File: src/rtl/mips_pkg.sv
// Shared MIPS fetch/decode definitions: reset vector, opcodes, fetch FSM states
// and the branch/jump target arithmetic also used by decoder-side code.
package mips_pkg;

    localparam logic [31:0] RESET_PC_DEF = 32'h0040_0000;
    localparam int          MAX_OUT_DEF  = 2;

    localparam logic [5:0] OP_RTYPE = 6'h00;
    localparam logic [5:0] OP_J     = 6'h02;
    localparam logic [5:0] OP_JAL   = 6'h03;
    localparam logic [5:0] OP_BEQ   = 6'h04;
    localparam logic [5:0] OP_BNE   = 6'h05;

    typedef enum logic [1:0] {
        S_BOOT  = 2'd0,
        S_RUN   = 2'd1,
        S_FLUSH = 2'd2
    } fetch_state_e;

    typedef struct packed {
        logic [31:0] pc;
        logic [31:0] instr;
    } fetch_entry_t;

    function automatic logic [31:0] branch_target(input logic [31:0] pc, input logic [31:0] instr);
        logic [31:0] pc4;
        pc4 = pc + 32'd4;
        return pc4 + {{14{instr[15]}}, instr[15:0], 2'b00};
    endfunction

    function automatic logic [31:0] jump_target(input logic [31:0] pc, input logic [31:0] instr);
        logic [31:0] pc4;
        pc4 = pc + 32'd4;
        return {pc4[31:28], instr[25:0], 2'b00};
    endfunction

endpackage

File: src/rtl/fetch_buf.sv
// Small FIFO of fetched {pc, instr} pairs between instruction memory and the decoder.
// Flush empties it in one cycle; depth equals the fetch credit limit, so it cannot overflow.
module fetch_buf
    import mips_pkg::*;
#(
    parameter int DEPTH = 2,
    parameter int CNT_W = $clog2(DEPTH + 1)
) (
    input  logic             clk,
    input  logic             reset_n,
    input  logic             push_i,
    input  fetch_entry_t     push_data_i,
    input  logic             pop_i,
    input  logic             flush_i,
    output fetch_entry_t     head_o,
    output logic             empty_o,
    output logic [CNT_W-1:0] count_o
);

    localparam int PTR_W = (DEPTH > 1) ? $clog2(DEPTH) : 1;

    fetch_entry_t     mem_q [DEPTH];
    logic [PTR_W-1:0] wr_ptr_q;
    logic [PTR_W-1:0] rd_ptr_q;
    logic [CNT_W-1:0] count_q;
    logic             pop_eff;

    function automatic logic [PTR_W-1:0] ptr_inc(input logic [PTR_W-1:0] p);
        return (p == PTR_W'(DEPTH - 1)) ? '0 : p + 1'b1;
    endfunction

    assign pop_eff = pop_i && (count_q != '0);
    assign head_o  = mem_q[rd_ptr_q];
    assign empty_o = (count_q == '0);
    assign count_o = count_q;

    genvar gi;
    generate
        for (gi = 0; gi < DEPTH; gi++) begin : g_entry
            always_ff @(posedge clk or negedge reset_n) begin
                if (!reset_n) begin
                    mem_q[gi] <= '0;
                end else if (push_i && !flush_i && (wr_ptr_q == PTR_W'(gi))) begin
                    mem_q[gi] <= push_data_i;
                end
            end
        end
    endgenerate

    always_ff @(posedge clk or negedge reset_n) begin
        if (!reset_n) begin
            wr_ptr_q <= '0;
            rd_ptr_q <= '0;
            count_q  <= '0;
        end else if (flush_i) begin
            wr_ptr_q <= '0;
            rd_ptr_q <= '0;
            count_q  <= '0;
        end else begin
            if (push_i) begin
                wr_ptr_q <= ptr_inc(wr_ptr_q);
            end
            if (pop_eff) begin
                rd_ptr_q <= ptr_inc(rd_ptr_q);
            end
            count_q <= count_q + CNT_W'(push_i) - CNT_W'(pop_eff);
        end
    end

    // The fetch credit rule guarantees this; a hit means the credit logic is broken.
    assert property (@(posedge clk) disable iff (!reset_n)
        !(push_i && !flush_i && (count_q == CNT_W'(DEPTH))));

endmodule

File: src/rtl/fetch_unit.sv
// Instruction fetch stage: owns the PC, issues credit-limited word reads, buffers returns
// and redirects on decoder branch/jump, discarding responses already in flight.
module fetch_unit
    import mips_pkg::*;
#(
    parameter logic [31:0] RESET_PC = RESET_PC_DEF,
    parameter int          MAX_OUT  = MAX_OUT_DEF
) (
    input  logic        clk,
    input  logic        reset_n,
    output logic        imem_req,
    output logic [31:0] imem_addr,
    input  logic        imem_ready,
    input  logic        imem_rvalid,
    input  logic [31:0] imem_rdata,
    output logic [31:0] instr,
    output logic [31:0] instr_pc,
    output logic        instr_valid,
    input  logic        instr_ready,
    input  logic        dobranch,
    input  logic        dojump
);

    localparam int CNT_W = $clog2(MAX_OUT + 1);

    fetch_state_e     state_q, state_d;
    logic [31:0]      fetch_pc_q, fetch_pc_d;
    logic [CNT_W-1:0] outstanding_q, outstanding_d;
    logic [CNT_W-1:0] discard_q, discard_d;

    fetch_entry_t     buf_head;
    fetch_entry_t     buf_push_data;
    logic             buf_empty;
    logic [CNT_W-1:0] buf_count;
    logic             buf_push;
    logic             buf_pop;

    logic [CNT_W:0]   inflight_sum;
    logic             accept;
    logic             taken;
    logic [31:0]      target;

    fetch_buf #(
        .DEPTH (MAX_OUT),
        .CNT_W (CNT_W)
    ) u_buf (
        .clk         (clk),
        .reset_n     (reset_n),
        .push_i      (buf_push),
        .push_data_i (buf_push_data),
        .pop_i       (buf_pop),
        .flush_i     (taken),
        .head_o      (buf_head),
        .empty_o     (buf_empty),
        .count_o     (buf_count)
    );

    // Credits cover both words in flight and words waiting in the buffer.
    assign inflight_sum = {1'b0, outstanding_q} + {1'b0, buf_count};
    assign imem_req     = (state_q == S_RUN) && (inflight_sum < (CNT_W + 1)'(MAX_OUT));
    assign imem_addr    = fetch_pc_q;
    assign accept       = imem_req && imem_ready;

    assign instr_valid  = !buf_empty;
    assign instr        = instr_valid ? buf_head.instr : 32'd0;
    assign instr_pc     = instr_valid ? buf_head.pc    : 32'd0;
    assign buf_pop      = instr_valid && instr_ready;
    assign taken        = buf_pop && (dobranch || dojump);
    assign target       = dojump ? jump_target(buf_head.pc, buf_head.instr)
                                 : branch_target(buf_head.pc, buf_head.instr);

    // Returned words pair with the pc of the oldest request; in-flight pcs trail fetch_pc.
    assign buf_push           = imem_rvalid && (discard_q == '0) && !taken;
    assign buf_push_data.pc   = fetch_pc_q - {outstanding_q, 2'b00};
    assign buf_push_data.instr = imem_rdata;

    always_comb begin
        outstanding_d = outstanding_q + CNT_W'(accept) - CNT_W'(imem_rvalid);
        discard_d     = discard_q;
        fetch_pc_d    = fetch_pc_q;
        if (imem_rvalid && (discard_q != '0)) begin
            discard_d = discard_q - 1'b1;
        end
        if (accept) begin
            fetch_pc_d = fetch_pc_q + 32'd4;
        end
        if (taken) begin
            discard_d  = outstanding_d;
            fetch_pc_d = target;
        end
    end

    always_comb begin
        state_d = state_q;
        case (state_q)
            S_BOOT:  state_d = S_RUN;
            S_RUN:   if (taken && (discard_d != '0)) state_d = S_FLUSH;
            S_FLUSH: if (discard_q == '0) state_d = S_RUN;
            default: state_d = S_BOOT;
        endcase
    end

    always_ff @(posedge clk or negedge reset_n) begin
        if (!reset_n) begin
            state_q       <= S_BOOT;
            fetch_pc_q    <= RESET_PC;
            outstanding_q <= '0;
            discard_q     <= '0;
        end else begin
            state_q       <= state_d;
            fetch_pc_q    <= fetch_pc_d;
            outstanding_q <= outstanding_d;
            discard_q     <= discard_d;
        end
    end

endmodule

File: config.mk
export PLATFORM = sky130hd
export DESIGN_NAME = fetch_unit
export DESIGN_NICKNAME = d
export VERILOG_FILES = /design/src/rtl/mips_pkg.sv /design/src/rtl/fetch_buf.sv /design/src/rtl/fetch_unit.sv
export SDC_FILE = /design/constraint.sdc
export NUM_CORES = 1
export LEC_CHECK = 0
export CORE_ASPECT_RATIO = 1.4
export CORE_UTILIZATION = 60
export CTS_BUF_LIST = sky130_fd_sc_hd__clkbuf_4 sky130_fd_sc_hd__clkbuf_8
export DETAILED_ROUTE_END_ITERATION = 8
export GPL_ROUTABILITY_DRIVEN = 0
export GPL_TIMING_DRIVEN = 0
export PLACE_DENSITY = 0.85
export RECOVER_POWER = 25
export SETUP_SLACK_MARGIN = 0.4
export SYNTH_ARGS = -nofsm -noshare
export SYNTH_HDL_FRONTEND = slang
export SYNTH_SLANG_ARGS = --single-unit
File: constraint.sdc
create_clock -name clk -period 12.1 [get_ports clk]
set_clock_uncertainty 0.2 [all_clocks]
set_input_delay 3.63 -clock clk [delete_from_list [all_inputs] [get_ports clk]]
set_output_delay 3.63 -clock clk [all_outputs]
set_load 0.005 [all_outputs]
### Yosys cells after proc, flatten, opt, wreduce, memory -nomap -nowiden

Index checks and enable logic that the tools add are counted.

* multipliers: 0
* bitwise operators: 2
* shift-type cells: 0
* div/mod/pow operators: 0
* muxes and demuxes: 20
* $lt $le $gt $ge: 2
* eq/ne operators: 4
* add/subtract/negate cells: 12
* reduce and logical (&&, ||, !) cells: 25

Operator list (number)
* $mux 64: 3
* $mux 32: 5
* $add 32x3->32 const B: 2
* $add 32x32->32: 1
* $sub 32x4->32: 1
* $logic_and 1x1->1: 12
* $reduce_bool 2->1: 6
* $mux 2: 5
* $logic_not 2->1: 3
* $mux 1: 6
* $pmux 2 s3: 1
* $add 2x1->2: 2
* $sub 2x1->2: 2
* $add 2x2->3: 1
* $lt 3x2->1 const B: 1
* $add 1x1->1 const B: 2
* $eq 2x1->1 const B: 1
* $eq 2x2->1 const B: 1
* $ge 2x2->1 const B: 1
* $logic_not 1->1: 2
* $ne 2x1->1 const B: 1
* $ne 2x2->1 const B: 1
* $not 1->2: 1
* $reduce_and 2->1: 1
* other kinds (3): 3

* bits of input ports: 39
* bits in writable memories: 0
* word-level logic and storage cells: 76
* output and inout bits: 98
* memories: 0
* bits in latches: 0
* bits in read-only memories: 0
* flip-flop bits (word level): 170

### Logic depth before layout (Yosys ltp)

Gate-level depths: netlist (run 1).

* depth after elaboration: 11
* gate-level depth with buffers: 27
* depth with buffers taken out: 19

### Cells and area by module

A second synthesis (run 1) with hierarchy kept.

* cell total of the unflattened synthesis: 1095
* area, all modules: 11619.9 µm²

Modules (own cells, without submodules)
* fetch_buf: seq. area each 3303.2 µm², times used 1, area an instance 6070.8 µm², cells each 361
* fetch_unit: seq. area each 952.2 µm², times used 1, area an instance 5549.1 µm², cells each 734

### Least setup slack after synthesis (run 1)

OpenSTA, ideal clock, no wires.

* path kind: reg-to-output
* start point: register u_buf.rd_ptr_q
* end point: output instr[29]
* data required time: 8270 ps
* path slack: 6021 ps
* path buffers: 8
* cell stages (with the launch flop): 11
* data arrival time: 2249 ps
* cells stage by stage: dfrtp_1 -> buf_6 -> buf_6 -> buf_6 -> buf_4 -> buf_2 -> buf_2 -> buf_2 -> buf_1 -> mux2i_1 -> nor2_1

* longest elaborated chain between the ends: 5

RTL lines
* from (decl): line fetch_buf.sv:24 `logic [PTR_W-1:0] rd_ptr_q;`
* from (signal assigned): line fetch_buf.sv:64 `rd_ptr_q <= ptr_inc(rd_ptr_q);`
* $not 1->2 (implied by the code): line fetch_buf.sv:33 `assign head_o = mem_q[rd_ptr_q];`
* $mux 64 (implied by the code) (3 in a row): line fetch_buf.sv:33
* $mux 32: line fetch_unit.sv:65 `assign instr = instr_valid ? buf_head.instr : 32'd0;`
* to (decl): line fetch_unit.sv:16 `output logic [31:0] instr,`

No other way between the ends. The select of a mux whose other input is x is not followed.

### Final worst setup path (run 1)

* start point: register u_buf.rd_ptr_q
* end point: output instr[30]

Same word-level chain as after synthesis.

==> results of run 1 <==
worst max-delay path: stages (launching register included):
cell and delay (ns):
dfrtp_1 0.36, buf_6 0.14, buf_6 0.17, buf_6 0.17
buf_4 0.23, buf_2 0.41, buf_2 0.46, buf_2 0.44
buf_1 0.71, mux2i_1 0.17, nor2_1 0.14, clkdlybuf4s50_1 0.52
area by class of cell:
class	instances	area share
tap	240	0.0224
sequential	170	0.318
clock buffer	21	0.0202
buffer	74	0.0246
inverter	34	0.00954
clock inverter	11	0.0181
timing repair buffer	137	0.103
multi-input combinational	1025	0.484
Yosys cell counts (3+ instances only):
master    instances
nor3_1           22
a21oi_1          51
o31ai_1           3
nand3b_1          9
ha_1             43
and2_1           15
nor2_1          117
a32oi_1           3
a22oi_1           3
or4_1             3
nand4_1          17
dfrtp_1         169
a21o_1           19
mux2i_1          53
fa_1              3
nor4_1            7
a31oi_1           5
nand3_1          32
o211ai_1         15
nand2_1         251
buf_6             3
xnor2_1          57
o21a_1            3
nor2b_1          13
a211oi_1         10
inv_1            33
mux2_1            4
buf_1             5
o22ai_1           3
mux2_2           40
o21ai_0          86
buf_4             5
o21ai_1          16
nand4b_1          5
and3_1           13
buf_2             8
xor2_1           58
clkbuf_1         53
nand2b_1          5
or3_1            13
layer usage:
layer / track usage / routed length (µm)
met5: 0 / 0
met4: 0.243 / 2050
met1: 0.422 / 12500
met3: 0.0555 / 2610
met2: 0.619 / 16400
kinds of logic after synthesis:
| kind of cell | count (synthesis) | share of synthesized area |
|---|---|---|
| and+or+nand+nor | 530 | 0.215 |
| xor gates and xnor gates | 116 | 0.0915 |
| buffers and inverters | 108 | 0.0408 |
| AOI/OAI and AO/OA | 236 | 0.127 |
| DFF | 170 | 0.381 |
| muxes | 97 | 0.0917 |
| adders and majority gates | 46 | 0.0535 |
how the worst min path moves through the flow:
stage               startpoint              end  slack [ns]  depth (start not counted)
6_report       u_buf.mem_q[93]  u_buf.mem_q[93]        0.28                          2
5_1_grt        u_buf.mem_q[71]  u_buf.mem_q[71]        0.31                          2
3_5_place_dp   u_buf.mem_q[71]  u_buf.mem_q[71]        0.26                          2
4_1_cts        u_buf.mem_q[70]  u_buf.mem_q[70]        0.28                          2
2_1_floorplan  u_buf.mem_q[67]  u_buf.mem_q[67]        0.24                          2
3_3_place_gp   u_buf.mem_q[71]  u_buf.mem_q[71]        0.25                          2
flip-flops by register name, indices dropped and copies added, names as in the netlist:
register / flops
state_q: 2
imem_addr: 32
u_buf.wr_ptr_q: 1
u_buf.count_o: 2
outstanding_q: 2
u_buf.mem_q: 128
discard_q: 2
u_buf.rd_ptr_q: 1
power groups by stage:
stage                     Combinational, mW  Clock [mW]  Sequential [mW]
final                                  2.35       0.512             1.06
after detailed placement               2.29           0             1.06
after global routing                   2.57       0.536             1.08
after CTS                              2.32       0.512             1.05
after floorplan                        1.51           0            0.996
after global placement                 2.23           0             1.04
metrics by stage:
step,hold slack (ns),setup WS [ns]
after floorplan,0.242,6.02
after detailed placement,0.261,4.49
after global placement,0.253,0.477
after global routing,0.309,3.71
final,0.278,3.85
after CTS,0.283,3.95
==> results.toml, run 1 <==
[critical_path]
rr_endpoint = "imem_addr[31]"
startpoint = "u_buf.rd_ptr_q"
timing.rr.start = "u_buf.rd_ptr_q"
worstSetupEndpoint = "instr[30]"
reg2reg_depth = 25
critical_path_class = "reg2out"
ff2ff_setup_slack_ns = 4.86
startpoint_type = "flop"
cp.arrival_ns = 4.42
cp_max_fo = 10
cp-end-kind = "primary output"
required_ns = 8.27

[final_layout]
register_area_um2 = 4260
area_growth_pct = 19.6
fin_cells = 1712
nets = 1544
drive_gt1_frac = 0.0666
final_common_cell = "nand2_1"
multi_input_area_um2 = 6470
mostFrequentLayoutCells = "251 x nand2_1, 169 x dfrtp_1, 135 x clkdlybuf4s50_1, 117 x nor2_1, 86 x o21ai_0"
fillCellCount = 1346
num_antenna_cells = 0
final_cell_area_um2 = 13400
postLayoutCoreUtil = 0.737

[sta]
tns_ns = 0
fin_crit_sh = 0.682
slew_headroom = -2.08
worst_pin_slew_ns = 4.62
max_freq_ghz = 0.121
setup_violations = 0
finalHoldViolCount = 0
slew_violations = 85
period_needed_ns = 8.25
rsz0062_at_grt = "false"

[logic_synthesis]
synth_warnings = 0
avgSynthCellArea_um2 = 8.58
ys_types = 65
synth-edff-count = 0
synth_seq_cells = 170
synth.largest_area_cell = "dfrtp_1"
async_flop_share = 1.00
synth_nets = 1388
ys_dominant_reg_cell = "dfrtp_1"
synth.area.top_cells = "dfrtp_1 38%, nand2_1 8.4%, ha_1 4.8%"
syn_inst = 1303
synth_top_area_frac = 0.378
syn-cell-area_um2 = 11200
ys_seq_area_frac = 0.381

[die]
fp.dieH_um = 164
die-area_um2 = 19200
die_w_um = 117
num_rows = 58
start_util = 0.616
ios = 137
coreArea_um2 = 18100

[pwr]
netSwitchingFraction = 0.450
seq_power_share = 0.270
power_frac_comb = 0.600
p_sw_mw = 1.77
p_per_area_nw_per_um2 = 293
power_frac_clock = 0.130
power_mw = 3.92
p_int_mw = 2.16
vdd_drop_max_mv = 0.155
p_leak_nw = 5.89

[outcome]
status = "finished, violations left"
violations = "max-capacitance violations, max-slew violations"

[grt]
grt_pass1_vias = 10526
grt_usage = 0.362
grt_max_degree = 87
antenna_found_initial = 0
grt_pass1_wl_mm = 53.5
grt-ovfl-total = 0

[flow_run]
maxCapViolCount = 1

[cts]
postCtsHoldBufs = 0
clk_pin_slew_ns = 0.09
root_buffer = "clkbuf_8"
ctsResizeCount = 0
h-tree-depth = 4
clockBufferDepth = 2
insertion_delay_ns = 0.48
cts_tree = "done"
clock_sinks = 170
cts_buffers = 17
post_cts_buffers = 0

[routing]
routed_wirelength_mm = 33.6
drcViolationCount = 0
num_vias = 10493
drt-pass1-iter-count = 6
drt-initial-drc-count = 1025
wire_per_inst_um = 19.6
avgViaCountPerCell = 6.13
drtAntennaViolNets = 0

[placed_design]
place_hpwl_mm = 25.3
placed_cell_area_um2 = 12900
dpl.cell_count = 1680
io_buffers = 136

[min_path]
hp-class = "reg2reg"
(Power assumes the default switching activity.)
==> inputs of run 2 (changes only) <==
- CORE_UTILIZATION: 60 -> 53
- PLACE_DENSITY: 0.85 -> 0.8
- clock period: 12.1 -> 7.2 ns (I/O delays scaled with it)
==> run 2 against run 1 <==
The run ends with design-rule violations, max-capacitance violations, max-slew violations left. Non-clock buffer count did not move. Utilization fell by 9.4 points. Sequential cell count did not move. Critical path type is now reg2reg. Global-route usage fell by 4.7 points. Cell area fell by 0.70%. Hold slack got worse by 0.0041 ns. Via count fell by 1.7%. Critical path depth rose by 13. Die area rose by 13%.
==> results.toml, run 2 (synthesis gave the netlist of run 1 again) <==
[routing]
drtAntennaViolNets = 0
drt-pass1-iter-count = 7
wire_per_inst_um = 19.4
num_vias = 10317
routed_wirelength_mm = 33.5
avgViaCountPerCell = 5.97
drcViolationCount = 14
drt-initial-drc-count = 896

[critical_path]
startpoint_type = "flop"
reg2reg_depth = 24
critical_path_class = "reg2reg"
cp.arrival_ns = 6.85
timing.rr.start = "u_buf.rd_ptr_q"
required_ns = 7.36
cp-end-kind = "flop"
ff2ff_setup_slack_ns = 0.51
cp_max_fo = 10
rr_endpoint = "imem_addr[31]"

[sta]
fin_crit_sh = 0.929
slew_headroom = -1.23
max_freq_ghz = 0.150
finalHoldViolCount = 0
finalWorstSetupSlack_ns = 0.513
slew_violations = 63
rsz0062_at_grt = "true"
period_needed_ns = 6.69
setup_violations = 0
worst_pin_slew_ns = 3.35

[placed_design]
io_buffers = 136
placed_cell_area_um2 = 12900
place_hpwl_mm = 25.7
dp_slack_ns = 0.0598

[die]
start_util = 0.542
die-area_um2 = 21700
num_rows = 62
fp.dieH_um = 174
ios = 137
die_w_um = 125
coreArea_um2 = 20600

[cts]
cts_buffers = 17
clock_sinks = 170
cts_tree = "done"
root_buffer = "clkbuf_8"
clk_pin_slew_ns = 0.08
post_cts_buffers = 0
postCtsHoldBufs = 0
h-tree-depth = 4
clockBufferDepth = 2
insertion_delay_ns = 0.48

[final_layout]
num_antenna_cells = 0
fillCellCount = 1691
regMostFlops = "u_buf.mem_q"
final_common_cell = "nand2_1"
register_area_um2 = 4260
multi_input_area_um2 = 6470
nets = 1544
mostFrequentLayoutCells = "251 x nand2_1, 169 x dfrtp_1, 135 x clkdlybuf4s50_1, 117 x nor2_1, 86 x o21ai_0"
final_cell_area_um2 = 13300
area_growth_pct = 18.8
largest_register_ffs = 128
drive_gt1_frac = 0.0686

[outcome]
status = "finished, violations left"
violations = "design-rule violations, max-capacitance violations, max-slew violations"

[grt]
grt_max_degree = 110
grt_usage = 0.315
grt_pass1_wl_mm = 52.8
antenna_found_initial = 0
grt-ovfl-total = 0
grt_pass1_vias = 10189

[pwr]
vdd_drop_max_mv = 0.250
power_mw = 6.41
p_leak_nw = 5.83
p_per_area_nw_per_um2 = 483

[min_path]
hold_depth = 2
hp-start = "u_buf.mem_q[71]"
hp-class = "reg2reg"
hold_end = "u_buf.mem_q[71]"

[flow_run]
maxCapViolCount = 1
## run 2: timing repair
action / in CTS / in global routing
gates resized for setup: 2 / 3
gates cloned: 0 / 0
endpoints found under the setup margin: 4 / 7
## run 2: where the power goes
part | total, mW | switching [mW] | internal [mW]
registers | 1.78 | 0.390 | 1.39
logic | 3.94 | 2.21 | 1.73
clock network | 0.695 | 0.361 | 0.334
## run 2: how the worst max path moves through the flow
stage / from / end / slack, ns / cells past startpoint
after global placement: reset_n / u_buf.mem_q[60] / -3.08 / 1
after global routing: u_buf.rd_ptr_q / imem_addr[31] / 0.38 / 25
after CTS: u_buf.rd_ptr_q / imem_addr[31] / 0.50 / 25
after floorplan: u_buf.rd_ptr_q / imem_addr[31] / 1.84 / 25
after detailed placement: u_buf.rd_ptr_q / imem_addr[31] / 0.06 / 25
final: u_buf.rd_ptr_q / imem_addr[31] / 0.51 / 24
## run 2: critical path, cell delays in order, from the launching register on
cell and delay [ns]:
dfrtp_1 0.37, buf_6 0.14, buf_6 0.17, buf_6 0.16, buf_4 0.24, buf_2 0.41
buf_2 0.42, buf_2 0.44, a21o_1 0.24, ha_1 0.30, and3_1 0.30, nand3_1 0.13
xnor2_1 0.17, nor2_1 0.06, a21oi_1 0.33, ha_1 0.36, and3_1 0.20, or3b_1 0.35
nor3_1 0.30, a21o_1 0.25, a211oi_1 0.12, o211a_1 0.26, or3_1 0.37, o2111a_1 0.14
nor2b_4 0.12
## run 2: per-layer routing
metal,share of wire,vias to the layer above,GRT usage
li1,-,4773,-
met2,0.49,444,0.539
met4,0.045,0,0.164
met5,0,-,0
met3,0.068,104,0.0620
met1,0.40,4996,0.374
## run 2: cell type report
cell class / count / area share
clock buffers: 20 / 0.0203
clock inverters: 12 / 0.0104
flip-flops and latches: 170 / 0.320
well taps: 256 / 0.0241
plain buffers: 74 / 0.0253
multi-input cells: 1025 / 0.487
inverters: 34 / 0.00961
repair buffers: 137 / 0.103
## run 2: stage by stage
step	TNS, ns	util	cells	hold WS [ns]
2_1_floorplan	0	-	1303	0.242
5_1_grt	0	0.644	1728	0.305
6_report	0	0.644	1728	0.274
4_1_cts	0	0.645	1728	0.280
3_5_place_dp	0	0.625	1696	0.259
3_3_place_gp	-518.44	0.623	1695	0.254
==> inputs of run 3 (changes only) <==
- PLACE_DENSITY: 0.8 -> 0.82
==> run 3 against run 2 <==
The flow still finishes with violations (design-rule violations, max-capacitance violations, max-slew violations). Register-to-register slack improved by 0.03 ns. Critical path depth decreased by 13. First-iteration DRC count increased by 5.1%. Setup slack improved by 0.0096 ns. Sequential cell count unchanged. Cell area about the same. Power about the same. Sequential share of layout area about the same. Via count decreased by 0.25%. Hold slack improved by 0.0070 ns. Fmax increased by 0.14%. Highest routed layer unchanged.
==> results.toml, run 3 (synthesis gave the netlist of run 1 again) <==
[die]
ios = 137
coreArea_um2 = 20600
die_w_um = 125
die-area_um2 = 21700
start_util = 0.542
num_rows = 62
fp.dieH_um = 174

[final_layout]
num_antenna_cells = 0
final_common_cell = "nand2_1"
regMostFlops = "u_buf.mem_q"
largest_register_ffs = 128
mostFrequentLayoutCells = "251 x nand2_1, 169 x dfrtp_1, 135 x clkdlybuf4s50_1, 117 x nor2_1, 86 x o21ai_0"
fillCellCount = 1713
nets = 1544
postLayoutCoreUtil = 0.644
area_growth_pct = 18.8
drive_gt1_frac = 0.0679
fin_cells = 1728
multi_input_area_um2 = 6470
register_area_um2 = 4260

[critical_path]
startpoint_type = "flop"
cp-end-kind = "primary output"
required_ns = 4.84
critical_path_class = "reg2out"
cp_max_fo = 10
cpPeakStageDelay_ns = 0.69
crit_slowest_cell = "buf_1"
cp_cell_sequence = "buf_6 > buf_6 > buf_6 > buf_4 > clkbuf_4 > buf_2 > buf_2 > buf_1 > mux2i_1 > nor2_1 > clkdlybuf4s50_1"
cp.arrival_ns = 4.32
crit_top_cell = "buf_6"

[grt]
grtUsageMet3 = 0.0694
grt_use_met1 = 0.371
top_usage_layer = "met2"
met2_usage = 0.544
grt_pass1_wl_mm = 53.4
antenna_found_initial = 0
grt_usage = 0.318
grt_max_degree = 98
grt_pass1_vias = 10329
grt-ovfl-total = 0

[sta]
rsz0062_at_grt = "false"
worst_pin_slew_ns = 4.03
period_needed_ns = 6.68
tns_ns = 0
finalHoldViolCount = 0
setup_violations = 0
slew_headroom = -1.68
fin_crit_sh = 0.927
max_freq_ghz = 0.150
finalWorstSetupSlack_ns = 0.523
slew_violations = 74

[min_path]
hp-class = "reg2reg"

[flow_run]
maxCapViolCount = 1

[placed_design]
dp_slack_ns = 0.0658
place_hpwl_mm = 25.7
io_buffers = 136
dpl.cell_count = 1696

[pwr]
p_sw_mw = 2.99
p_leak_nw = 5.83
vdd_drop_max_mv = 0.224
netSwitchingFraction = 0.466
seq_power_share = 0.277
power_frac_clock = 0.107
power_frac_comb = 0.616
p_per_area_nw_per_um2 = 482
p_int_mw = 3.42
power_mw = 6.41

[routing]
drtAntennaViolNets = 0
wire_per_inst_um = 19.4
drcViolationCount = 12
routed_wirelength_mm = 33.6
drt-initial-drc-count = 942
num_vias = 10291
avgViaCountPerCell = 5.96
drt-pass1-iter-count = 8

[cts]
postCtsHoldBufs = 0
clock_sinks = 170
root_buffer = "clkbuf_8"
cts_buffers = 17
insertion_delay_ns = 0.49
clk_pin_slew_ns = 0.09
clockBufferDepth = 2
cts_tree = "done"
h-tree-depth = 4

[outcome]
violations = "design-rule violations, max-capacitance violations, max-slew violations"
status = "finished, violations left"
run 3: final timing paths:
path                       cells past startpoint              end  slack, ns       startpoint
setup reg to reg                              24    imem_addr[31]       0.54   u_buf.rd_ptr_q
hold reg to reg                                2  u_buf.mem_q[76]       0.28  u_buf.mem_q[76]
max in group asynchronous                      1    imem_addr[30]       1.67          reset_n
hold / removal                                 2  u_buf.mem_q[76]       0.28  u_buf.mem_q[76]
min in group asynchronous                      1  u_buf.mem_q[97]       2.87          reset_n
setup / recovery                              11      instr_pc[9]       0.52   u_buf.rd_ptr_q
run 3: power groups by stage:
stage | Clock [mW] | Combinational (mW) | Sequential [mW]
2_1_floorplan | 0 | 2.54 | 1.67
3_3_place_gp | 0 | 3.76 | 1.75
3_5_place_dp | 0 | 3.86 | 1.78
4_1_cts | 0.684 | 3.89 | 1.76
5_1_grt | 0.720 | 4.32 | 1.82
6_report | 0.685 | 3.95 | 1.77
run 3: final cells by class:
cell class | count | area share
timing repair buffer | 137 | 0.104
clock inverter | 13 | 0.0102
sequential | 170 | 0.320
clock buffer | 19 | 0.0192
inverter | 34 | 0.00960
tap | 256 | 0.0241
buffer | 74 | 0.0254
multi-input combinational | 1025 | 0.487
run 3: worst max-delay path, delay by kind of cell (launching register included):
| family | cells | cell delay, ns |
|---|---|---|
| simple gates | 1 | 0.13 |
| buf+inv | 9 | 3.15 |
| mux | 1 | 0.16 |
| flops | 1 | 0.36 |
run 3: through the flow:
| stage | cell area (µm²) | hold slack, ns |
|---|---|---|
| final | 13300 | 0.281 |
| after global routing | 13300 | 0.297 |
| after CTS | 13300 | 0.282 |
| after detailed placement | 12900 | 0.259 |
| after global placement | 12900 | 0.253 |
| after floorplan | 11200 | 0.242 |
run 3: repair_timing:
item,in CTS,in global routing
buffers inserted,0,0
cloned,0,0
resized for setup,1,5
setup endpoints to repair,3,11
run 3: routing by layer:
metal / vias to the layer above / part of all wire
met3: 90 / 0.068
met5: - / 0
met4: 0 / 0.040
li1: 4782 / -
met2: 440 / 0.50
met1: 4979 / 0.39
